--- src/rtl/tff_seq_pkg.sv ---
// Shared constants and helpers for the T-flip-flop sequence generator and its controller.
// Sequence: 0 -> 8 -> 5 -> 3 -> 7 -> 2 -> 0; every other code falls back to 0.
package tff_seq_pkg;

  typedef logic [3:0] seq_value_t;
  typedef logic [1:0] ctrl_state_t;

  localparam ctrl_state_t ST_IDLE = 2'd0;
  localparam ctrl_state_t ST_RUN  = 2'd1;
  localparam ctrl_state_t ST_DONE = 2'd2;

  localparam seq_value_t S0 = 4'd0;
  localparam seq_value_t S1 = 4'd8;
  localparam seq_value_t S2 = 4'd5;
  localparam seq_value_t S3 = 4'd3;
  localparam seq_value_t S4 = 4'd7;
  localparam seq_value_t S5 = 4'd2;

  localparam int SEQ_LEN = 6;

  function automatic seq_value_t seq_next(input seq_value_t cur);
    seq_value_t nxt;
    case (cur)
      S0:      nxt = S1;
      S1:      nxt = S2;
      S2:      nxt = S3;
      S3:      nxt = S4;
      S4:      nxt = S5;
      S5:      nxt = S0;
      default: nxt = S0;
    endcase
    return nxt;
  endfunction

  function automatic logic seq_is_legal(input seq_value_t cur);
    return (cur == S0) || (cur == S1) || (cur == S2) ||
           (cur == S3) || (cur == S4) || (cur == S5);
  endfunction

endpackage

--- src/rtl/tff_seq_core.sv ---
// Four T flip-flops driven by a decoded toggle vector; seeding and clearing
// take priority over an advance.
module tff_seq_core
  import tff_seq_pkg::*;
(
  input  logic       clock,
  input  logic       reset,
  input  logic       advance,
  input  logic       load_en,
  input  logic [3:0] load_value,
  input  logic       clear,
  output logic [3:0] value,
  output logic       illegal_hit
);

  seq_value_t next_value;
  logic [3:0] toggle;

  assign next_value  = seq_next(value);
  assign toggle      = value ^ next_value;
  assign illegal_hit = advance & ~seq_is_legal(value);

  genvar gi;
  generate
    for (gi = 0; gi < 4; gi++) begin : g_tff
      logic q_reg;
      always_ff @(posedge clock) begin
        if (reset) begin
          q_reg <= 1'b0;
        end else if (clear) begin
          q_reg <= 1'b0;
        end else if (load_en) begin
          q_reg <= load_value[gi];
        end else if (advance) begin
          q_reg <= q_reg ^ toggle[gi];
        end
      end
      assign value[gi] = q_reg;
    end
  endgenerate

endmodule

--- src/rtl/tff_seq_controller.sv ---
// Run control for the sequence generator: free-run for NUM_PERIODS periods,
// single-step, seed, abort, and sticky flagging of advances from unused codes.
module tff_seq_controller
  import tff_seq_pkg::*;
#(
  parameter int NUM_PERIODS = 3
) (
  input  logic       clock,
  input  logic       reset,
  input  logic       start,
  input  logic       abort,
  input  logic       step_mode,
  input  logic       step,
  input  logic       load_en,
  input  logic [3:0] load_value,
  output logic [3:0] value,
  output logic       valid,
  output logic [7:0] period_count,
  output logic       busy,
  output logic       done,
  output logic       illegal
);

  localparam logic [7:0] TARGET = 8'(NUM_PERIODS);

  ctrl_state_t state_reg;
  logic        step_mode_reg;
  logic        valid_reg;
  logic        illegal_reg;
  logic [7:0]  period_count_reg;

  logic        advance;
  logic        core_load;
  logic        illegal_hit;
  logic        wrap;
  logic [7:0]  count_inc;

  assign advance   = (state_reg == ST_RUN) && !abort && (step_mode_reg ? step : 1'b1);
  assign core_load = (state_reg == ST_IDLE) && !abort && load_en;
  assign wrap      = advance && (value == S5);
  assign count_inc = (period_count_reg == 8'hFF) ? 8'hFF : period_count_reg + 8'd1;

  tff_seq_core u_core (
    .clock       (clock),
    .reset       (reset),
    .advance     (advance),
    .load_en     (core_load),
    .load_value  (load_value),
    .clear       (abort),
    .value       (value),
    .illegal_hit (illegal_hit)
  );

  always_ff @(posedge clock) begin
    if (reset) begin
      state_reg        <= ST_IDLE;
      step_mode_reg    <= 1'b0;
      valid_reg        <= 1'b0;
      illegal_reg      <= 1'b0;
      period_count_reg <= 8'd0;
    end else if (abort) begin
      // Illegal flag survives an abort so the cause stays visible.
      state_reg        <= ST_IDLE;
      valid_reg        <= 1'b0;
      period_count_reg <= 8'd0;
    end else begin
      case (state_reg)
        ST_IDLE: begin
          valid_reg <= 1'b0;
          if (!load_en && start) begin
            state_reg        <= ST_RUN;
            step_mode_reg    <= step_mode;
            illegal_reg      <= 1'b0;
            period_count_reg <= 8'd0;
          end
        end
        ST_RUN: begin
          valid_reg <= advance;
          if (illegal_hit) begin
            illegal_reg <= 1'b1;
          end
          if (wrap) begin
            period_count_reg <= count_inc;
            if ((TARGET != 8'd0) && (count_inc == TARGET)) begin
              state_reg <= ST_DONE;
            end
          end
        end
        ST_DONE: begin
          valid_reg <= 1'b0;
          state_reg <= ST_IDLE;
        end
        default: begin
          valid_reg <= 1'b0;
          state_reg <= ST_IDLE;
        end
      endcase
    end
  end

  assign valid        = valid_reg;
  assign period_count = period_count_reg;
  assign busy         = (state_reg == ST_RUN);
  assign done         = (state_reg == ST_DONE);
  assign illegal      = illegal_reg;

endmodule
--- config.mk ---
export PLATFORM = sky130hd
export DESIGN_NAME = tff_seq_controller
export DESIGN_NICKNAME = d
export VERILOG_FILES = /design/src/rtl/tff_seq_pkg.sv /design/src/rtl/tff_seq_core.sv /design/src/rtl/tff_seq_controller.sv
export SDC_FILE = /design/constraint.sdc
export NUM_CORES = 1
export LEC_CHECK = 0
export CAP_MARGIN = 30
export CELL_PAD_IN_SITES_DETAIL_PLACEMENT = 1
export CELL_PAD_IN_SITES_GLOBAL_PLACEMENT = 1
export CORE_MARGIN = 1
export CORE_UTILIZATION = 37
export DETAILED_ROUTE_END_ITERATION = 8
export PLACE_DENSITY = 0.89
export SYNTH_ARGS = -nofsm -noshare
export SYNTH_HDL_FRONTEND = slang
export SYNTH_SLANG_ARGS = --single-unit
--- constraint.sdc ---
create_clock -name clock -period 3.4 [get_ports clock]
set_input_delay 0.68 -clock clock [delete_from_list [all_inputs] [get_ports clock]]
set_output_delay 0.68 -clock clock [all_outputs]
set_load 0.01 [all_outputs]
Word-level counts from Yosys, hierarchy flattened
Index checks and enable logic that the tools add are counted.

storage, ports and cells
  register bits = 17
  input bits = 11
  word-level logic and storage cells = 76

cells by class
  add/subtract/negate cells = 1
  equal/unequal tests = 13
  mux-type cells = 21
  bitwise operators = 9
  reduce and logical (&&, ||, !) cells = 23

operators with widths
  cell                 number
  $mux 8               3
  $pmux 4 s5           1
  $pmux 8 s2           1
  $mux 1               11
  $reduce_and 3->1     3
  $add 8x1->8 const B  1
  $eq 4x2->1 const B   2
  $eq 4x3->1 const B   2
  $eq 8x2->1 const B   1
  $eq 8x8->1 const B   1
  $ne 2x1->1 const B   4
  $logic_and 1x1->1    6
  $mux 2               3
  $logic_or 1x1->1     5
  $eq 4x4->1 const B   1
  $logic_not 4->1      1
  $pmux 2 s2           1
  $reduce_and 4->1     1
  $reduce_bool 2->1    2
  $xor 1x1->1          4
  $xor 4x4->4          1
  $not 1->1            3
  $reduce_or 3->1      1
  $eq 2x1->1 const B   1
  6 further kinds      7

Logic depth before layout (Yosys ltp)
Gate-level depths: netlist of the first run.

  depth in word-level cells = 10
  depth in mapped cells = 7
  gate-level depth less buffers = 6

Cells and area by module
Synthesis of the first run repeated with hierarchy kept, for this count alone.

second synthesis, totals
  cells, all modules = 133
  area, all modules = 1071.0 sq um

modules (own cells, without submodules)
  module              instances  cells an instance  area each (sq um)  sequential area each (sq um)
  tff_seq_controller  1          97                 775.7              260.2
  tff_seq_core        1          36                 295.3              80.1

Worst setup path after synthesis of the first run
Ideal clock, no wire load.

  path kind = input-to-reg
  from = input port abort
  to = register u_core.g_tff[2].q_reg
  arrival = 1.582 ns
  required time = 3.327 ns
  path slack = 1.745 ns
  cell stages on the path = 5
  path buffers = 1
  cells stage by stage = or3_1 -> buf_2 -> nor4b_2 -> a211oi_1 -> nor3_2

between the ends
  longest elaborated chain between the ends = 4
  elaborated cells on any way between the ends = 8
  those cells by class = mux (1); reduce/logical (7)

ends and longest elaborated chain
  element                                             line                                                text
  start: declaration                                  tff_seq_controller.sv:11                            input logic abort,
  $logic_not 1->1                                     tff_seq_controller.sv:38, tff_seq_controller.sv:39
  $logic_and 1x1->1 (on tied branches) (2 in series)  tff_seq_controller.sv:39, tff_seq_controller.sv:38
  $mux 1 or $reduce_bool 2->1 (tied branches)         -
  end signal: assignment                              tff_seq_core.sv:33                                  q_reg <= load_value[gi];
  end signal: assignment                              tff_seq_core.sv:35                                  q_reg <= q_reg ^ toggle[gi];
  end: declaration                                    tff_seq_core.sv:26                                  logic q_reg;

Parallel ways exist; a longest one is shown, timed or not.
A chain may end at the register's enable or synchronous reset.

Worst setup path after layout of the first run
  from = register state_reg[0]
  to = output port busy

between the ends
  longest elaborated chain between the ends = 1

ends and longest elaborated chain
  element                   line                       text
  start: declaration        tff_seq_controller.sv:26   ctrl_state_t state_reg;
  start signal: assignment  tff_seq_controller.sv:56   state_reg <= ST_IDLE;
  start signal: assignment  tff_seq_controller.sv:63   state_reg <= ST_IDLE;
  start signal: assignment  tff_seq_controller.sv:71   state_reg <= ST_RUN;
  $eq 2x1->1                tff_seq_controller.sv:103  assign busy = (state_reg == ST_RUN);
  end: declaration          tff_seq_controller.sv:19   output logic busy,

Every way passes these cells.

==> results of run 1 <==
worst min-delay path, stage by stage, from the launching register on:
cell,delay [ns]
dfxtp_1,0.35
nand2_1,0.06
a21oi_1,0.06
per-stage QoR:
stage	total power [W]	hold WS, ns	setup WS (ns)	instances	cell area [µm²]
floorplan	0.000236	0.439	1.74	143	1070
global placement	0.000254	0.467	1.12	188	1300
detailed placement	0.000256	0.485	1.05	188	1300
CTS	0.000375	0.501	1.13	192	1330
global route	0.000386	0.516	1.06	192	1330
finish	0.000373	0.502	1.15	192	1330
synthesized netlist by cell type (all sizes together) (4+ instances only):
cell,n,area (µm²)
buf,8,52.6
o21ai,12,60.1
a21oi,12,60.1
nor2,15,56.3
nor3,8,45.0
a31oi,6,37.5
nand2,11,41.3
nand3,5,25.0
dfxtp,17,340
clkbuf,4,15.0
nand4,4,25.0
nor2b,7,43.8
final timing paths:
path / startpoint / end / cells past startpoint
setup / recovery: state_reg[0] / busy / 3
hold / removal: step_mode_reg / step_mode_reg / 2
setup reg to reg: u_core.g_tff[1].q_reg / period_count[2] / 5
hold reg to reg: step_mode_reg / step_mode_reg / 2
kinds of logic after synthesis:
group | count (synthesis) | share of synthesized area, %
compound gates | 41 | 23.1
xor+xnor | 1 | 0.818
buf+inv | 15 | 7.36
simple gates | 68 | 35.7
flops | 17 | 31.8
fa+ha+maj | 1 | 1.17
layout make-up:
type / instances / area, µm²
Sequential cell: 17 / 340
Inverter: 3 / 11.3
Timing Repair Buffer: 26 / 260
Tap cell: 31 / 38.8
Clock buffer: 3 / 22.5
Fill cell: 346 / 1430
Multi-Input combinational cell: 111 / 652
Clock inverter: 1 / 5.00
cell usage in the layout (no fill, tap or decap), types with 3 or more instances in the layout:
cell / n
a21oi_1: 12
a31oi_1: 6
and2_1: 3
clkbuf_4: 3
clkdlybuf4s50_1: 26
dfxtp_1: 17
inv_1: 3
nand2_1: 11
nand3_1: 5
nand4_1: 4
nor2_1: 15
nor2b_1: 7
nor3_1: 7
o21ai_0: 7
o21ai_1: 5
power groups by stage:
stage          clock [W]  sequential [W]  combinational (W)
6_report        0.000120        0.000207          0.0000454
5_1_grt         0.000128        0.000207          0.0000498
4_1_cts         0.000122        0.000207          0.0000454
3_5_place_dp           0        0.000211          0.0000451
3_3_place_gp           0        0.000211          0.0000437
2_1_floorplan          0        0.000208          0.0000279
metal layers:
| metal | share of wire, % | up-vias |
|---|---|---|
| li1 | - | 549 |
| met1 | 50 | 558 |
| met2 | 46 | 26 |
| met3 | 2.7 | 4 |
| met4 | 1.1 | 0 |
| met5 | 0 | - |
==> run_results.csv, run 1 <==
group,metric,value,unit
global_route,grt_util_all_layers,21.1,%
global_route,antenna_found_initial,0,
sta,relSlewSlack,67.5,%
route,dr.pass1.iters,4,
global_route,grt_pass1_vias,1137,
critical_path,crit_chain,"nand2b_4, inv_1, clkdlybuf4s50_1",
route,drt_wl_total,3080,µm
status,status,"finished clean",
cts,root_buffer,"clkbuf_4",
synth,netlist_area,1070,µm²
sta,finalCritPeriodShare,66.1,%
floorplan,die-area,3110,µm²
global_route,grt_busiest_layer,"met2",
synth,synth-edff-count,0,
synth,synthFlopType,"dfxtp_1",
floorplan,fp.dieH,55.8,µm
critical_path,path_max_fanout,10,
synth,synthCells,143,
critical_path,cpPeakStageDelay,0.55,ns
sta,hold_viol,0,
route,drc,0,
cts,cts_buffers,3,
global_route,use_met2,33.7,%
placed_design,dpl.hpwl,2240,µm
route,drtIter0Drc,15,
power_and_ir_drop,seqPwrFrac,55.5,%
critical_path,critPathLaunchType,"flip-flop",
placed_design,routabilityCongestion,0.785,
route,ant_nets,0,
synth,ys_seq_area_share,31.8,%
critical_path,required,2.72,ns
floorplan,die_w,55.8,µm
cts,cts.htree.levels,1,
cts,post_cts_buffers,0,
cells_and_area,layout-drive-gt1-share,5.59,%
global_route,grt_pass1_wl,5270,µm
power_and_ir_drop,power_density,280,nW/µm²
critical_path,path_buf_inv,2,
cts,cts_tree,"done",
cts,clk_pin_slew,0.11,ns
cells_and_area,largest_reg_flops,8,
synth,synth_seq_cells,17,
sta,tns,0,ns
power_and_ir_drop,p_sw_share,27.9,%
global_route,grt_max_degree,14,
sta,setup_violations,0,
critical_path,worstPathArrival,1.57,ns
floorplan,rows,19,
critical_path,crit_slowest_cell,"dfxtp_1",
power_and_ir_drop,irDropWorstVdd,0.000154,V
power_and_ir_drop,p_sw,0.000104,W
sta,fmax,0.445,GHz
cells_and_area,diodes,0,
cells_and_area,utilization,48.2,%
sta,min_period,2.25,ns
global_route,met1_usage,29.0,%
power_and_ir_drop,pwr-share-comb,12.2,%
power_and_ir_drop,internal-power,0.000269,W
power_and_ir_drop,p_leak,0.436,nW
cts,clkLatencyLatePin,0.30,ns
cts,cts.sinks,17,
global_route,grtUsageMet3,2.09,%
sta,grt_setup_unrepaired,"no",
synth,ys_types,39,
route,wl_per_cell,16.1,µm
cells_and_area,area_growth,24.2,%
floorplan,start_util,38.8,%
synth,yosys_warnings,0,
sta,slew_viol_final,0,
critical_path,critPathKind,"flip-flop to output port",
placed_design,port_buffers,26,
global_route,grt_overflow,0,
sta,clock_skew,0.00368,ns
synth,synthArstFlopShare,0,%
job,max-cap-violations,0,
cells_and_area,layout.nets,174,
power_and_ir_drop,clockPowerShare,32.3,%
critical_path,end_kind,"output port",
critical_path,critPathTopFamily,"buffers and inverters",
synth,syn-num-nets,155,
floorplan,pin_count,27,
critical_path,reg2reg_slack,1.62,ns
synth,avgSynthCellArea,7.49,µm²
sta,tightest_slew,0.484,ns
worst_hold_path,hold_path_class,"flip-flop to flip-flop",
cts,cts_resized,0,
route,vias,1137,
cts,cts_buffer_depth,2,
cts,holdBufCountCts,0,
floorplan,core-area,2760,µm²
route,viasPerCell,5.92,
No activity file was read; power rests on OpenSTA's default activity.
==> run 2, diff against run 1 <==
- CORE_UTILIZATION: 37 -> 31
- PLACE_DENSITY: 0.89 -> 0.8
- clock period: 3.4 -> 2 ns (I/O delays scaled with it)
==> run 2 against run 1 <==
First-iteration DRC count grew to 2.6 times the previous value. Register-to-register slack worse by 1.3 ns. Hold slack worse by 0.020 ns. Design area is 4.1% higher. Power is 68% higher. Final cell count is 9.4% higher. Global-route usage is 3.1 points lower. Core utilization is 4.3 points lower. Critical endpoint unchanged. Largest cell class unchanged.
==> run_results.csv, run 2 (synthesis results as in run 1) <==
group,metric,value,unit
sta,grt_setup_unrepaired,"no",
power_and_ir_drop,power,0.000627,W
route,drt_wl_total,3070,µm
cells_and_area,fin_area,1390,µm²
floorplan,die-area,3690,µm²
cts,cts_buffers,3,
sta,tns,0,ns
route,dr.pass1.iters,4,
global_route,grt_overflow,0,
placed_design,placed_area,1360,µm²
placed_design,dpl.hpwl,2310,µm
cells_and_area,n_fill_cell,402,
global_route,grt_max_degree,13,
critical_path,critPathLaunchType,"flip-flop",
cts,root_buffer,"clkbuf_4",
cts,clkLatencyLatePin,0.29,ns
sta,relSlewSlack,74.0,%
global_route,antenna_found_initial,0,
route,viasPerCell,5.47,
power_and_ir_drop,power_density,453,nW/µm²
sta,min_period,1.87,ns
worst_hold_path,hold_path_class,"flip-flop to flip-flop",
cells_and_area,layout.cells.non_filler,210,
cells_and_area,area_growth,29.3,%
critical_path,critPathKind,"flip-flop to output port",
global_route,grt_pass1_wl,5020,µm
floorplan,pin_count,27,
sta,finalCritPeriodShare,93.6,%
placed_design,dpl_worst_slack,0.0145,ns
sta,hold_viol,0,
job,max-cap-violations,0,
cells_and_area,diodes,0,
cells_and_area,layout.nets,179,
cts,clk_pin_slew,0.10,ns
cells_and_area,layout-drive-gt1-share,9.04,%
sta,tightest_slew,0.387,ns
sta,fmax,0.534,GHz
cts,post_cts_buffers,0,
sta,slew_viol_final,0,
power_and_ir_drop,irDropWorstVdd,0.000163,V
cts,cts_tree,"done",
floorplan,core-area,3150,µm²
critical_path,worstPathArrival,1.47,ns
critical_path,required,1.60,ns
floorplan,rows,20,
power_and_ir_drop,p_leak,0.460,nW
cells_and_area,final_common_cell,"clkdlybuf4s50_1",
global_route,grt_pass1_vias,1131,
route,wl_per_cell,14.6,µm
critical_path,end_kind,"output port",
critical_path,path_max_fanout,8,
floorplan,fp.dieH,60.8,µm
route,vias,1148,
floorplan,start_util,34.0,%
cts,cts_buffer_depth,2,
placed_design,post-place-cells,206,
floorplan,die_w,60.8,µm
critical_path,reg2reg_slack,0.30,ns
status,status,"finished clean",
cts,cts.htree.levels,1,
sta,clock_skew,0.00454,ns
route,drtIter0Drc,39,
cells_and_area,layout.cells.most_common_list,"26 x clkdlybuf4s50_1, 15 x nor2_1, 15 x dfxtp_1",
sta,worst_slack,0.129,ns
cells_and_area,largest_reg_flops,8,
global_route,grt_util_all_layers,18.1,%
route,drc,0,
placed_design,routabilityCongestion,0.814,
placed_design,port_buffers,26,
cts,cts.sinks,17,
sta,setup_violations,0,
route,ant_nets,0,
-- run 2: worst paths after layout --
path | endpoint | from | cells after the start
setup / recovery | busy | state_reg[1] | 3
hold / removal | step_mode_reg | step_mode_reg | 2
setup reg to reg | period_count[2] | u_core.g_tff[1].q_reg | 6
hold reg to reg | step_mode_reg | step_mode_reg | 2
-- run 2: power by group --
part,switching (W),internal (W)
registers,0.00000853,0.000343
logic,0.0000398,0.0000438
clock network,0.000115,0.0000775
total,0.000163,0.000464
-- run 2: layout make-up --
| class | instances | area [µm²] | share of cell area, % |
|---|---|---|---|
| well taps | 44 | 55.1 | 3.97 |
| inverters | 3 | 11.3 | 0.813 |
| multi-input cells | 111 | 652 | 47.1 |
| clock buffers | 4 | 26.3 | 1.90 |
| flip-flops and latches | 17 | 343 | 24.8 |
| repair buffers | 31 | 298 | 21.5 |
-- run 2: critical path, stage by stage, from the launching register on --
cell and delay [ns]:
dfxtp_2 0.37, nand2b_4 0.15, inv_1 0.10, clkdlybuf4s50_1 0.56
-- run 2: per-stage QoR --
stage               hold WS (ns)  util (%)
CTS                        0.491      43.9
global route               0.499      43.9
global placement           0.460      43.0
detailed placement         0.473      43.0
floorplan                  0.439         -
finish                     0.482      43.9
-- run 2: routing by layer --
metal  GRT usage, %  wire (µm)  vias up
met5              0          0        -
met4           3.90         16        0
met3           2.56         78        2
met2           33.0       1600       20
met1           22.4       1370      567
li1               -          -      559
-- run 2: repair_timing --
action,4_1_cts,5_1_grt
hold buffers,0,0
gates resized for setup,1,1
setup endpoints to repair,1,1
endpoints found under the hold margin,0,0
==> run 3, diff against run 2 <==
- GPL_TIMING_DRIVEN: default -> 0
==> run 3 against run 2 <==
Die area did not move. Final cell count is 3.3% higher. Combinational power rose by 5.7%. Sequential cell count is the same. Register-to-register slack worse by 0.03 ns. Via count is 0.35% higher. Non-clock buffer count grew 7. Design area up 2.1%. Maximum frequency decreased by 0.43%. Clock skew decreased by 0.0029 ns. Count of clock-buffer cells in the layout unchanged. Hold slack improved by 0.0067 ns. Critical endpoint unchanged. Largest power group unchanged. Highest routed layer unchanged.
==> run_results.csv, run 3 (synthesis results as in run 1) <==
group,metric,value,unit
critical_path,required,1.60,ns
route,wl_per_cell,14.1,µm
power_and_ir_drop,pwr-share-comb,14.3,%
cells_and_area,layout-drive-gt1-share,9.83,%
route,drtIter0Drc,25,
global_route,grt_util_all_layers,18.8,%
global_route,grt_overflow,0,
power_and_ir_drop,seqPwrFrac,55.9,%
power_and_ir_drop,irDropWorstVdd,0.000201,V
global_route,antenna_found_initial,0,
cts,cts_tree,"done",
placed_design,port_buffers,26,
power_and_ir_drop,power_density,439,nW/µm²
sta,setup_violations,0,
cells_and_area,diodes,0,
worst_hold_path,holdPathStages,2,
worst_hold_path,worstHoldStart,"step_mode_reg",
status,status,"finished clean",
cts,post_cts_buffers,0,
route,drt_wl_total,3060,µm
power_and_ir_drop,power,0.000620,W
global_route,grt_max_degree,11,
power_and_ir_drop,p_leak,0.479,nW
critical_path,reg2reg_slack,0.27,ns
floorplan,die-area,3690,µm²
route,dr.pass1.iters,4,
cts,cts_buffers,3,
sta,min_period,1.88,ns
sta,slew_viol_final,0,
cts,cts_buffer_depth,2,
critical_path,critPathKind,"flip-flop to output port",
sta,hold_viol,0,
cells_and_area,final_common_cell,"clkdlybuf4s50_1",
power_and_ir_drop,clockPowerShare,29.9,%
floorplan,die_w,60.8,µm
floorplan,pin_count,27,
floorplan,rows,20,
cells_and_area,n_fill_cell,414,
power_and_ir_drop,internal-power,0.000464,W
cells_and_area,fin_area,1410,µm²
sta,tightest_slew,0.536,ns
critical_path,end_kind,"output port",
worst_hold_path,hold_path_class,"flip-flop to flip-flop",
cells_and_area,largest_reg_flops,8,
power_and_ir_drop,p_sw,0.000156,W
sta,clock_skew,0.00161,ns
route,vias,1152,
cells_and_area,area_growth,32.0,%
global_route,grt_pass1_wl,5240,µm
placed_design,routabilityCongestion,0.813,
cells_and_area,layout.nets,186,
cells_and_area,layout.cells.most_common_list,"26 x clkdlybuf4s50_1, 16 x dfxtp_1, 15 x nor2_1",
cells_and_area,multi_input_area,652,µm²
sta,grt_setup_unrepaired,"no",
critical_path,critPathLaunchType,"flip-flop",
power_and_ir_drop,p_sw_share,25.1,%
floorplan,start_util,34.0,%
critical_path,cp-startpoint,"state_reg[0]",
route,drc,0,
cells_and_area,utilization,44.8,%
route,viasPerCell,5.31,
sta,fmax,0.532,GHz
critical_path,r2r_cells,6,
global_route,grt_pass1_vias,1167,
placed_design,dpl.hpwl,2250,µm
cts,clk_pin_slew,0.10,ns
cts,cts.htree.levels,1,
critical_path,rr_startpoint,"period_count[0]",
placed_design,placed_area,1390,µm²
cts,cts.sinks,17,
sta,relSlewSlack,64.3,%
cells_and_area,seq_area,342,µm²
job,max-cap-violations,0,
floorplan,fp.dieH,60.8,µm
sta,finalCritPeriodShare,94.0,%
route,ant_nets,0,
cts,clkLatencyLatePin,0.29,ns
cts,root_buffer,"clkbuf_4",
floorplan,core-area,3150,µm²
critical_path,worstPathArrival,1.48,ns
critical_path,path_max_fanout,10,
[run 3: final cells by class]
| class | count | area share, % |
|---|---|---|
| Clock buffer | 4 | 1.86 |
| Inverter | 3 | 0.796 |
| Tap cell | 44 | 3.89 |
| Buffer | 12 | 4.78 |
| Sequential cell | 17 | 24.2 |
| Multi-Input combinational cell | 111 | 46.1 |
| Timing Repair Buffer | 26 | 18.4 |
[run 3: worst max-delay path: stages (launching register included)]
cell and delay (ns):
dfxtp_1 0.32, buf_4 0.16, nand2b_4 0.07, inv_1 0.09, clkdlybuf4s50_1 0.55
[run 3: routing by layer]
metal	vias up	part of all wire (%)	global-route usage, %	routed length [µm]
met1	553	47	24.1	1440
met3	5	2.7	1.92	84
met2	21	49	33.8	1510
li1	573	-	-	-
met4	0	1.0	4.87	32
met5	-	0	0	0
[run 3: worst paths after layout]
path | end
worst max-delay path | busy
worst min-delay path | step_mode_reg
worst max register to register | state_reg[1]
worst min register to register | step_mode_reg
[run 3: per-stage QoR]
stage,hold WS (ns),instances,worst slack [ns],TNS (ns)
global placement,0.454,213,-0.0323,-0.0890
floorplan,0.439,143,0.512,0
detailed placement,0.479,213,-0.124,-0.567
CTS,0.495,217,0.0655,0
finish,0.489,217,0.120,0
global route,0.518,217,0.0289,0
[run 3: power by group through the flow]
stage / Clock (W) / Combinational (W) / Sequential, W
after CTS: 0.000194 / 0.0000896 / 0.000347
after detailed placement: 0 / 0.0000889 / 0.000354
after global routing: 0.000209 / 0.0000977 / 0.000347
after floorplan: 0 / 0.0000474 / 0.000353
after global placement: 0 / 0.0000863 / 0.000354
final: 0.000185 / 0.0000884 / 0.000346
[run 3: repair_timing]
| item | 4_1_cts | 5_1_grt |
|---|---|---|
| gates resized for setup | 0 | 1 |
| setup endpoints to repair | 0 | 1 |
| hold buffers | 0 | 0 |
